$ cat config.mk
export PLATFORM = sky130hd
export DESIGN_NAME = banked_memory_port_flat
export DESIGN_NICKNAME = d
export VERILOG_FILES = /design/src/rtl/banked_memory_port_if.sv /design/src/rtl/banked_memory_port.sv /design/src/flat_wrapper.sv
export SDC_FILE = /design/constraint.sdc
export NUM_CORES = 1
export LEC_CHECK = 0
export ABC_CLOCK_PERIOD_IN_PS = 2600
export CORE_UTILIZATION = 40
export CTS_CLUSTER_DIAMETER = 60
export CTS_CLUSTER_SIZE = 28
export DETAILED_ROUTE_END_ITERATION = 7
export PLACE_DENSITY = 0.75
export SYNTH_ARGS = -nofsm -noshare
export SYNTH_HDL_FRONTEND = slang
export SYNTH_SLANG_ARGS = --single-unit
$ cat constraint.sdc
create_clock -name clock -period 2.6 [get_ports clock]
set_clock_uncertainty 0.05 [all_clocks]
set_input_delay 0.52 -clock clock [delete_from_list [all_inputs] [get_ports clock]]
set_output_delay 0.52 -clock clock [all_outputs]
set_load 0.02 [all_outputs]
$ cat src/rtl/banked_memory_port_if.sv
`default_nettype none
// ============================================================================
// Module      : banked_memory_port_if
// Description : Core request/response, local RAM and bank bus signals of the
//               banked memory port.
// Revision    : 1.0 - initial release
// ============================================================================
interface banked_memory_port_if;
    logic        req_valid;
    logic        req_ready;
    logic [15:0] req_address;
    logic        req_banked;
    logic        req_write;
    logic [15:0] req_data;
    logic        resp_valid;
    logic [15:0] resp_data;
    logic        resp_error;
    logic [15:0] local_address;
    logic        local_write_enable;
    logic [15:0] local_data_out;
    logic [15:0] local_data_in;
    logic        bank_valid;
    logic        bank_ready;
    logic [15:0] bank_address;
    logic        bank_write;
    logic [15:0] bank_data_out;
    logic        bank_resp_valid;
    logic [15:0] bank_data_in;

    modport slave (
        input  req_valid, req_address, req_banked, req_write, req_data,
        output req_ready, resp_valid, resp_data, resp_error,
        output local_address, local_write_enable, local_data_out,
        input  local_data_in,
        output bank_valid, bank_address, bank_write, bank_data_out,
        input  bank_ready, bank_resp_valid, bank_data_in
    );

    modport master (
        output req_valid, req_address, req_banked, req_write, req_data,
        input  req_ready, resp_valid, resp_data, resp_error,
        input  local_address, local_write_enable, local_data_out,
        output local_data_in,
        input  bank_valid, bank_address, bank_write, bank_data_out,
        output bank_ready, bank_resp_valid, bank_data_in
    );
endinterface
`default_nettype wire

$ cat src/rtl/banked_memory_port.sv
`default_nettype none
// ============================================================================
// Module      : banked_memory_port
// Description : Routes one core request at a time to local synchronous RAM or
//               to the bank bus (valid/ready with timeout).
// Revision    : 1.0 - initial release
// ============================================================================
module banked_memory_port #(
    parameter int TIMEOUT = 255
) (
    input  logic                 clock,
    input  logic                 reset,
    banked_memory_port_if.slave  bus
);

    localparam logic [2:0] c_st_idle          = 3'd0;
    localparam logic [2:0] c_st_local         = 3'd1;
    localparam logic [2:0] c_st_local_capture = 3'd2;
    localparam logic [2:0] c_st_bank_req      = 3'd3;
    localparam logic [2:0] c_st_bank_resp     = 3'd4;
    localparam logic [2:0] c_st_respond       = 3'd5;

    logic [2:0]  state_q, state_d;
    logic [15:0] addr_q, addr_d;
    logic [15:0] data_q, data_d;
    logic        write_q, write_d;
    logic        banked_q, banked_d;
    logic [15:0] resp_data_q, resp_data_d;
    logic        resp_error_q, resp_error_d;
    logic [15:0] wait_cnt_q, wait_cnt_d;

    logic w_idle_ready;
    logic w_timeout;

    assign w_idle_ready = (state_q == c_st_idle) & reset;
    // Fires on the cycle whose closing edge brings the wait count up to TIMEOUT.
    assign w_timeout    = ((17'(wait_cnt_q) + 17'd1) == 17'(TIMEOUT));

    always_ff @(posedge clock) begin
        if (!reset) begin
            state_q      <= c_st_idle;
            addr_q       <= '0;
            data_q       <= '0;
            write_q      <= 1'b0;
            banked_q     <= 1'b0;
            resp_data_q  <= '0;
            resp_error_q <= 1'b0;
            wait_cnt_q   <= '0;
        end else begin
            state_q      <= state_d;
            addr_q       <= addr_d;
            data_q       <= data_d;
            write_q      <= write_d;
            banked_q     <= banked_d;
            resp_data_q  <= resp_data_d;
            resp_error_q <= resp_error_d;
            wait_cnt_q   <= wait_cnt_d;
        end
    end

    always_comb begin
        state_d      = state_q;
        addr_d       = addr_q;
        data_d       = data_q;
        write_d      = write_q;
        banked_d     = banked_q;
        resp_data_d  = resp_data_q;
        resp_error_d = resp_error_q;
        wait_cnt_d   = wait_cnt_q;
        case (state_q)
            c_st_idle: begin
                if (bus.req_valid && w_idle_ready) begin
                    addr_d   = bus.req_address;
                    data_d   = bus.req_data;
                    write_d  = bus.req_write;
                    banked_d = bus.req_banked;
                    if (bus.req_banked) begin
                        wait_cnt_d = '0;
                        state_d    = c_st_bank_req;
                    end else begin
                        state_d    = c_st_local;
                    end
                end
            end
            c_st_local: state_d = c_st_local_capture;
            c_st_local_capture: begin
                resp_data_d  = write_q ? 16'h0000 : bus.local_data_in;
                resp_error_d = 1'b0;
                state_d      = c_st_respond;
            end
            c_st_bank_req: begin
                wait_cnt_d = wait_cnt_q + 16'd1;
                // A handshake landing on the timeout edge still loses.
                if (w_timeout) begin
                    resp_data_d  = 16'hFFFF;
                    resp_error_d = 1'b1;
                    state_d      = c_st_respond;
                end else if (bus.bank_ready) begin
                    state_d = c_st_bank_resp;
                end
            end
            c_st_bank_resp: begin
                wait_cnt_d = wait_cnt_q + 16'd1;
                // A reply landing on the timeout edge wins over the error.
                if (bus.bank_resp_valid) begin
                    resp_data_d  = write_q ? 16'h0000 : bus.bank_data_in;
                    resp_error_d = 1'b0;
                    state_d      = c_st_respond;
                end else if (w_timeout) begin
                    resp_data_d  = 16'hFFFF;
                    resp_error_d = 1'b1;
                    state_d      = c_st_respond;
                end
            end
            c_st_respond: state_d = c_st_idle;
            default:      state_d = c_st_idle;
        endcase
    end

    always_comb begin
        bus.req_ready          = w_idle_ready;
        bus.resp_valid         = (state_q == c_st_respond) & reset;
        bus.resp_data          = resp_data_q;
        bus.resp_error         = resp_error_q;
        bus.local_address      = '0;
        bus.local_write_enable = 1'b0;
        bus.local_data_out     = '0;
        bus.bank_valid         = 1'b0;
        bus.bank_address       = '0;
        bus.bank_write         = 1'b0;
        bus.bank_data_out      = '0;
        if ((state_q == c_st_local) && reset) begin
            bus.local_address      = addr_q;
            bus.local_write_enable = write_q;
            bus.local_data_out     = data_q;
        end
        if ((state_q == c_st_bank_req) && banked_q && reset) begin
            bus.bank_valid    = 1'b1;
            bus.bank_address  = addr_q;
            bus.bank_write    = write_q;
            bus.bank_data_out = data_q;
        end
    end

endmodule
`default_nettype wire

$ cat src/flat_wrapper.sv
// flat-port wrapper written by rule: the top's interface ports become plain ports
module banked_memory_port_flat 
#(
    parameter int TIMEOUT = 255
)
  (clock, reset, bus_req_valid, bus_req_address, bus_req_banked, bus_req_write, bus_req_data, bus_req_ready, bus_resp_valid, bus_resp_data, bus_resp_error, bus_local_address, bus_local_write_enable, bus_local_data_out, bus_local_data_in, bus_bank_valid, bus_bank_address, bus_bank_write, bus_bank_data_out, bus_bank_ready, bus_bank_resp_valid, bus_bank_data_in);
  banked_memory_port_if bus_i ();
  input  logic clock;
  input  logic reset;
  input wire logic [$bits(bus_i.req_valid)-1:0] bus_req_valid;
  input wire logic [$bits(bus_i.req_address)-1:0] bus_req_address;
  input wire logic [$bits(bus_i.req_banked)-1:0] bus_req_banked;
  input wire logic [$bits(bus_i.req_write)-1:0] bus_req_write;
  input wire logic [$bits(bus_i.req_data)-1:0] bus_req_data;
  output wire logic [$bits(bus_i.req_ready)-1:0] bus_req_ready;
  output wire logic [$bits(bus_i.resp_valid)-1:0] bus_resp_valid;
  output wire logic [$bits(bus_i.resp_data)-1:0] bus_resp_data;
  output wire logic [$bits(bus_i.resp_error)-1:0] bus_resp_error;
  output wire logic [$bits(bus_i.local_address)-1:0] bus_local_address;
  output wire logic [$bits(bus_i.local_write_enable)-1:0] bus_local_write_enable;
  output wire logic [$bits(bus_i.local_data_out)-1:0] bus_local_data_out;
  input wire logic [$bits(bus_i.local_data_in)-1:0] bus_local_data_in;
  output wire logic [$bits(bus_i.bank_valid)-1:0] bus_bank_valid;
  output wire logic [$bits(bus_i.bank_address)-1:0] bus_bank_address;
  output wire logic [$bits(bus_i.bank_write)-1:0] bus_bank_write;
  output wire logic [$bits(bus_i.bank_data_out)-1:0] bus_bank_data_out;
  input wire logic [$bits(bus_i.bank_ready)-1:0] bus_bank_ready;
  input wire logic [$bits(bus_i.bank_resp_valid)-1:0] bus_bank_resp_valid;
  input wire logic [$bits(bus_i.bank_data_in)-1:0] bus_bank_data_in;
  assign bus_i.req_valid = bus_req_valid;
  assign bus_i.req_address = bus_req_address;
  assign bus_i.req_banked = bus_req_banked;
  assign bus_i.req_write = bus_req_write;
  assign bus_i.req_data = bus_req_data;
  assign bus_req_ready = bus_i.req_ready;
  assign bus_resp_valid = bus_i.resp_valid;
  assign bus_resp_data = bus_i.resp_data;
  assign bus_resp_error = bus_i.resp_error;
  assign bus_local_address = bus_i.local_address;
  assign bus_local_write_enable = bus_i.local_write_enable;
  assign bus_local_data_out = bus_i.local_data_out;
  assign bus_i.local_data_in = bus_local_data_in;
  assign bus_bank_valid = bus_i.bank_valid;
  assign bus_bank_address = bus_i.bank_address;
  assign bus_bank_write = bus_i.bank_write;
  assign bus_bank_data_out = bus_i.bank_data_out;
  assign bus_i.bank_ready = bus_bank_ready;
  assign bus_i.bank_resp_valid = bus_bank_resp_valid;
  assign bus_i.bank_data_in = bus_bank_data_in;
  banked_memory_port #(.TIMEOUT(TIMEOUT)) u_core (.clock(clock), .reset(reset), .bus(bus_i));
endmodule
== Word level (Yosys, flattened, before mapping) ==
Index checks and enable logic that the tools add are counted.

* Bits in registers: 70
* Bits in latches: 0
* Bits in writable memories: 0
* Memory bits (read-only): 0
* Input bits: 71
* Output and inout bits: 86
* Word-level logic and storage cells: 58
* Memories kept: 0

* $add $sub $neg: 2
* Multipliers: 0
* Div/mod/pow operators: 0
* Order comparisons: 0
* Eq/ne operators: 10
* Shifts and indexed selects: 0
* Mux-type cells: 25
* Bitwise logic cells: 2
* Reductions and logical operators: 11

{| class="wikitable"
|+ Operator list
! kind !! number
|-
| 2-to-1 mux 16 bit || 10
|-
| case mux 16 bit (3 select lines) || 1
|-
| case mux 16 bit (2 select lines) || 1
|-
| adder 16 x 1 -> 17 bit (second input constant) || 1
|-
| == test 17 x 8 -> 1 bit (second input constant) || 1
|-
| adder 16 x 1 -> 16 bit (second input constant) || 1
|-
| 2-to-1 mux 3 bit || 5
|-
| case mux 3 bit (5 select lines) || 1
|-
| == test 3 x 2 -> 1 bit (second input constant) || 2
|-
| == test 3 bit (second input constant) || 2
|-
| != test 3 x 2 -> 1 bit (second input constant) || 2
|-
| AND reduction 3 bit || 2
|-
| 2-to-1 mux 1 bit || 5
|-
| logical AND 1 bit || 4
|-
| != test 2 bit (second input constant) || 2
|-
| == test 3 x 1 -> 1 bit (second input constant) || 1
|-
| logical NOT 3 bit || 1
|-
| case mux 1 bit (3 select lines) || 1
|-
| nonzero test 3 bit || 1
|-
| bitwise AND 1 bit || 2
|-
| 2-to-1 mux 2 bit || 1
|-
| AND reduction 2 bit || 1
|-
| nonzero test 2 bit || 1
|-
| OR reduction 2 bit || 1
|}

== Logic depth before layout (Yosys ltp) ==
* Depth after elaboration: 5
* Gate-level depth with buffers: 10
* Depth with buffers taken out: 7

== Worst setup path after synthesis ==
No wires, ideal clock.

* Path type: input-to-reg
* Start: input port reset
* End: register u_core.wait_cnt_q[13]
* Library setup time: 0.115 ns
* Arrival: 2.227 ns
* Required time: 2.435 ns
* Path slack: 0.208 ns
* Stages: 7
* Path buffers: 1
* Path through: nor4b_1 -> and2_1 -> buf_2 -> a21oi_2 -> o21ai_0 -> o21ai_0 -> and2_1

* Word-level cells in the longest chain between the ends: 4

{| class="wikitable"
|+ Ends and longest elaborated chain
! element !! RTL line !! source
|-
| start, declared || flat_wrapper.sv:9 || <nowiki>input logic reset;</nowiki>
|-
| bitwise AND 1 bit || banked_memory_port.sv:35 || <nowiki>assign w_idle_ready = (state_q == c_st_idle) & reset;</nowiki>
|-
| logical AND 1 bit || banked_memory_port.sv:72 || <nowiki>if (bus.req_valid && w_idle_ready) begin</nowiki>
|-
| != test 2 bit (no line) || -- ||
|-
| AND reduction 3 bit (no line) || -- ||
|-
| end signal, assigned || banked_memory_port.sv:57 || <nowiki>wait_cnt_q <= wait_cnt_d;</nowiki>
|-
| end, declared || banked_memory_port.sv:30 || <nowiki>logic [15:0] wait_cnt_q, wait_cnt_d;</nowiki>
|}

Several ways; a longest one is shown, not always the timed one.
A chain may end at the register's enable or synchronous reset.

== Worst setup path in the final report ==
* Start: register u_core.state_q[1]
* End: output port bus_local_data_out[0]

* Word-level cells in the longest chain between the ends: 3

{| class="wikitable"
|+ Ends and longest elaborated chain
! element !! RTL line !! source
|-
| start, declared || banked_memory_port.sv:23 || <nowiki>logic [2:0] state_q, state_d;</nowiki>
|-
| start signal, assigned || banked_memory_port.sv:41 || <nowiki>state_q <= c_st_idle;</nowiki>
|-
| start signal, assigned || banked_memory_port.sv:50 || <nowiki>state_q <= state_d;</nowiki>
|-
| == test 3 x 1 -> 1 bit || banked_memory_port.sv:132 || <nowiki>if ((state_q == c_st_local) && reset) begin</nowiki>
|-
| logical AND 1 bit || banked_memory_port.sv:132 ||
|-
| 2-to-1 mux 16 bit || banked_memory_port.sv:132 ||
|-
| end, declared || flat_wrapper.sv:21 || <nowiki>output wire logic [$bits(bus_i.local_data_out)-1:0] bus_local_data_out;</nowiki>
|}

Every way passes these cells.

==> flow_summary_export.csv <==
group,metric,value,unit
finish,synthToLayoutAreaGrowth,46.09,%
logic_synthesis,async_flop_share,0,%
worst_setup_path,worstRegToRegCells,6,
timing,drv_slew,0,
route,drtPass1Iterations,4,
worst_setup_path,start_kind,"register",
logic_synthesis,yosys_warnings,0,
power_and_ir_drop,p_total,3.154,mW
timing,hold_violations,0,
logic_synthesis,ys_ff_latch,70,
global_routing,grt_pass1_vias,3882,
job,cap_violations,0,
route,drt_iter0_drc,190,
floorplanning,start_util,40.99,%
timing,finalSetupTns,0,ns
timing,period_needed,2.491,ns
timing,relSlewSlack,50.57,%
route,route.vias.total,4250,
global_routing,grt_antenna_before_repair,0,
route,vias_per_cell,5.280,
power_and_ir_drop,powerDensity,541.3,nW/um^2
logic_synthesis,syn_inst,523,
logic_synthesis,seq_area_frac_synth,35.14,%
min_path,hold_depth,2,
finish,finalNetCount,740,
global_routing,grt_start_max_net_pins,43,
clock_network,cts_max_level,3,
timing,fmaxAchievable,0.4015,GHz
clock_network,cts.sinks,70,
floorplanning,coreArea,9729,sq um
outcome,status,"finished clean",
timing,post-route-period-util,95.80,%
clock_network,cts_buffers,9,
worst_setup_path,end_kind,"output pin",
placed_design,place_hpwl,8.603,mm
worst_setup_path,path_max_fanout,8,
timing,rsz0062_at_grt,"no",
worst_setup_path,critPathRequiredTime,2.03,ns
clock_network,cts_tree,"done",
route,route.detailed.drc,0,
timing,worst_pin_slew,0.7407,ns
floorplanning,fp.dieArea,10370,sq um
floorplanning,io_pins,157,
logic_synthesis,ys.flop_type,"dfxtp_1",
finish,n_antenna_cell,0,
finish,seq_area,1408,sq um
floorplanning,die_h,101.8,um
logic_synthesis,synth_nets,596,
power_and_ir_drop,leakagePower,2.646,nW
placed_design,placed_area,5659,sq um
min_path,hold_class,"register to register",
clock_network,clk_latency,0.34,ns
finish,num-fill-cells,924,
global_routing,grt_first_pass_wirelength,18.44,mm
placed_design,port_buffers,156,
floorplanning,rows,36,
logic_synthesis,avgSynthCellArea,7.624,sq um
route,drt_wl_total,11.74,mm
clock_network,cts_max_path_buffers,2,
global_routing,grt_overflow,0,
global_routing,track_usage,22.28,%
route,post_drt_wl_per_cell,14.58,um
finish,multi_input_area,2342,sq um
finish,layout-drive-gt1-share,7.887,%
floorplanning,die_w,101.8,um
clock_network,clock-root-buffer,"clkbuf_8",
placed_design,gp_congestion,0.8338,
logic_synthesis,yosysUniqueCellTypes,56,
route,antenna_left,0,
worst_setup_path,path_class,"register to output pin",
power_and_ir_drop,ir_worst_vdd,0.3151,mV
clock_network,postCtsHoldBufs,0,
worst_setup_path,worstPathArrival,1.92,ns
logic_synthesis,netlist_area,3988,sq um
finish,stdcell_area,5826,sq um
timing,finalSetupViolCount,0,
clock_network,clkTransAtPathRegs,0.08,ns
logic_synthesis,synth_edf_count,0,
[routing by layer]
metal | global-route usage, % | vias up | share of wire, %
li1 | - | 2123 | -
met1 | 27.01 | 1989 | 42
met2 | 40.70 | 132 | 53
met3 | 4.241 | 6 | 5.3
met4 | 5.165 | 0 | 0.55
met5 | 0 | - | 0
[timing repair]
| item | 4_1_cts | 5_1_grt |
|---|---|---|
| pin swaps | 1 | 0 |
| cloned | 0 | 0 |
| setup endpoints to repair | 67 | 3 |
| buffers inserted | 1 | 0 |
| gates resized for setup | 67 | 4 |
[area by class of cell]
| cell class | count | share of cell area [%] |
|---|---|---|
| flip-flops and latches | 70 | 24.16 |
| repair buffers | 178 | 28.54 |
| clock inverters | 5 | 1.418 |
| well taps | 133 | 2.857 |
| clock buffers | 11 | 2.427 |
| inverters | 6 | 0.3866 |
| multi-input cells | 402 | 40.21 |
[critical path: stages, from the launching register on]
cell	delay, ns
dfxtp_2	0.38
nor4bb_4	0.32
buf_4	0.18
and2_1	0.11
clkdlybuf4s50_1	0.59
[state kept, by name (all words and copies together), names as in the netlist]
name / flops
u_core.addr_q: 16
u_core.banked_q: 1
u_core.bus.resp_data: 16
u_core.bus.resp_error: 1
u_core.data_q: 16
u_core.state_q: 3
u_core.wait_cnt_q: 16
u_core.write_q: 1
[report_power, final]
part	switching, mW	internal, mW
logic	0.451	0.392
registers	0.120	1.20
clock network	0.420	0.567
total	0.991	2.16
[through the flow]
stage / utilization [%] / hold WS, ns / setup WS, ns / instances
final: 59.88 / 0.4191 / 0.1091 / 805
after global routing: 59.88 / 0.4487 / 0.0006073 / 805
after CTS: 59.79 / 0.4249 / 0.0007936 / 805
after detailed placement: 58.17 / 0.4135 / 0.05952 / 788
after global placement: 58.17 / 0.3996 / 0.09085 / 788
after floorplan: - / 0.3878 / 0.2083 / 523
[layout by cell type (no fill, tap or decap), types with 2 or more instances in the layout]
master	instances
a211oi_1	32
nor4_1	2
nand2_1	83
nand4b_1	2
nor3b_1	2
dlygate4sd2_1	64
and2_4	2
clkinvlp_4	3
nand3b_1	2
clkdlybuf4s50_1	89
xnor2_1	4
and4_1	2
dlymetal6s2s_1	2
or3_1	2
a31oi_1	5
nor2_1	28
nor3_1	8
nand3_1	41
nand4_1	5
clkbuf_8	10
and3_1	2
bufinv_16	2
dfxtp_2	2
dfxtp_1	67
and2_1	72
ha_1	2
inv_1	6
a221o_1	16
nor2b_1	6
o211ai_1	2
a21oi_1	18
buf_4	20
o21ai_0	40
[synth_stat cells (4+ instances only)]
| master | number | share of area, % |
|---|---|---|
| a21oi_1 | 18 | 2.3 |
| nand2_1 | 83 | 7.8 |
| o21ai_0 | 40 | 5.0 |
| and2_1 | 72 | 11 |
| inv_1 | 6 | 0.56 |
| nor3_1 | 8 | 1.0 |
| a31oi_1 | 5 | 0.78 |
| nor2b_1 | 6 | 0.94 |
| nor2_1 | 28 | 2.6 |
| a211oi_1 | 32 | 6.0 |
| buf_6 | 6 | 1.7 |
| dfxtp_1 | 70 | 35 |
| nand3_1 | 41 | 5.1 |
| nand4_1 | 5 | 0.78 |
| clkbuf_1 | 20 | 1.9 |
| xnor2_1 | 4 | 0.88 |
| buf_1 | 6 | 0.56 |
| a221o_1 | 16 | 4.0 |
| buf_2 | 10 | 1.3 |
[logic make-up (layout without fill, tap and decap cells)]
logic type,Yosys count,in the layout,share of synthesized area (%)
simple gates,270,270,35.55
fa+ha+maj,2,2,0.6274
flops,70,70,35.14
compound gates,126,126,21.15
buf+inv,51,200,6.652
xor+xnor,4,4,0.8785
[worst paths after layout]
kind                                            from                 endpoint  slack, ns
worst min register to register      u_core.data_q[0]         u_core.data_q[0]       0.42
worst max-delay path               u_core.state_q[1]    bus_local_data_out[0]       0.11
worst max register to register  u_core.wait_cnt_q[0]  u_core.bus.resp_data[2]       0.21
worst min-delay path                u_core.data_q[0]         u_core.data_q[0]       0.42
Power figures use the tool's default switching activity.
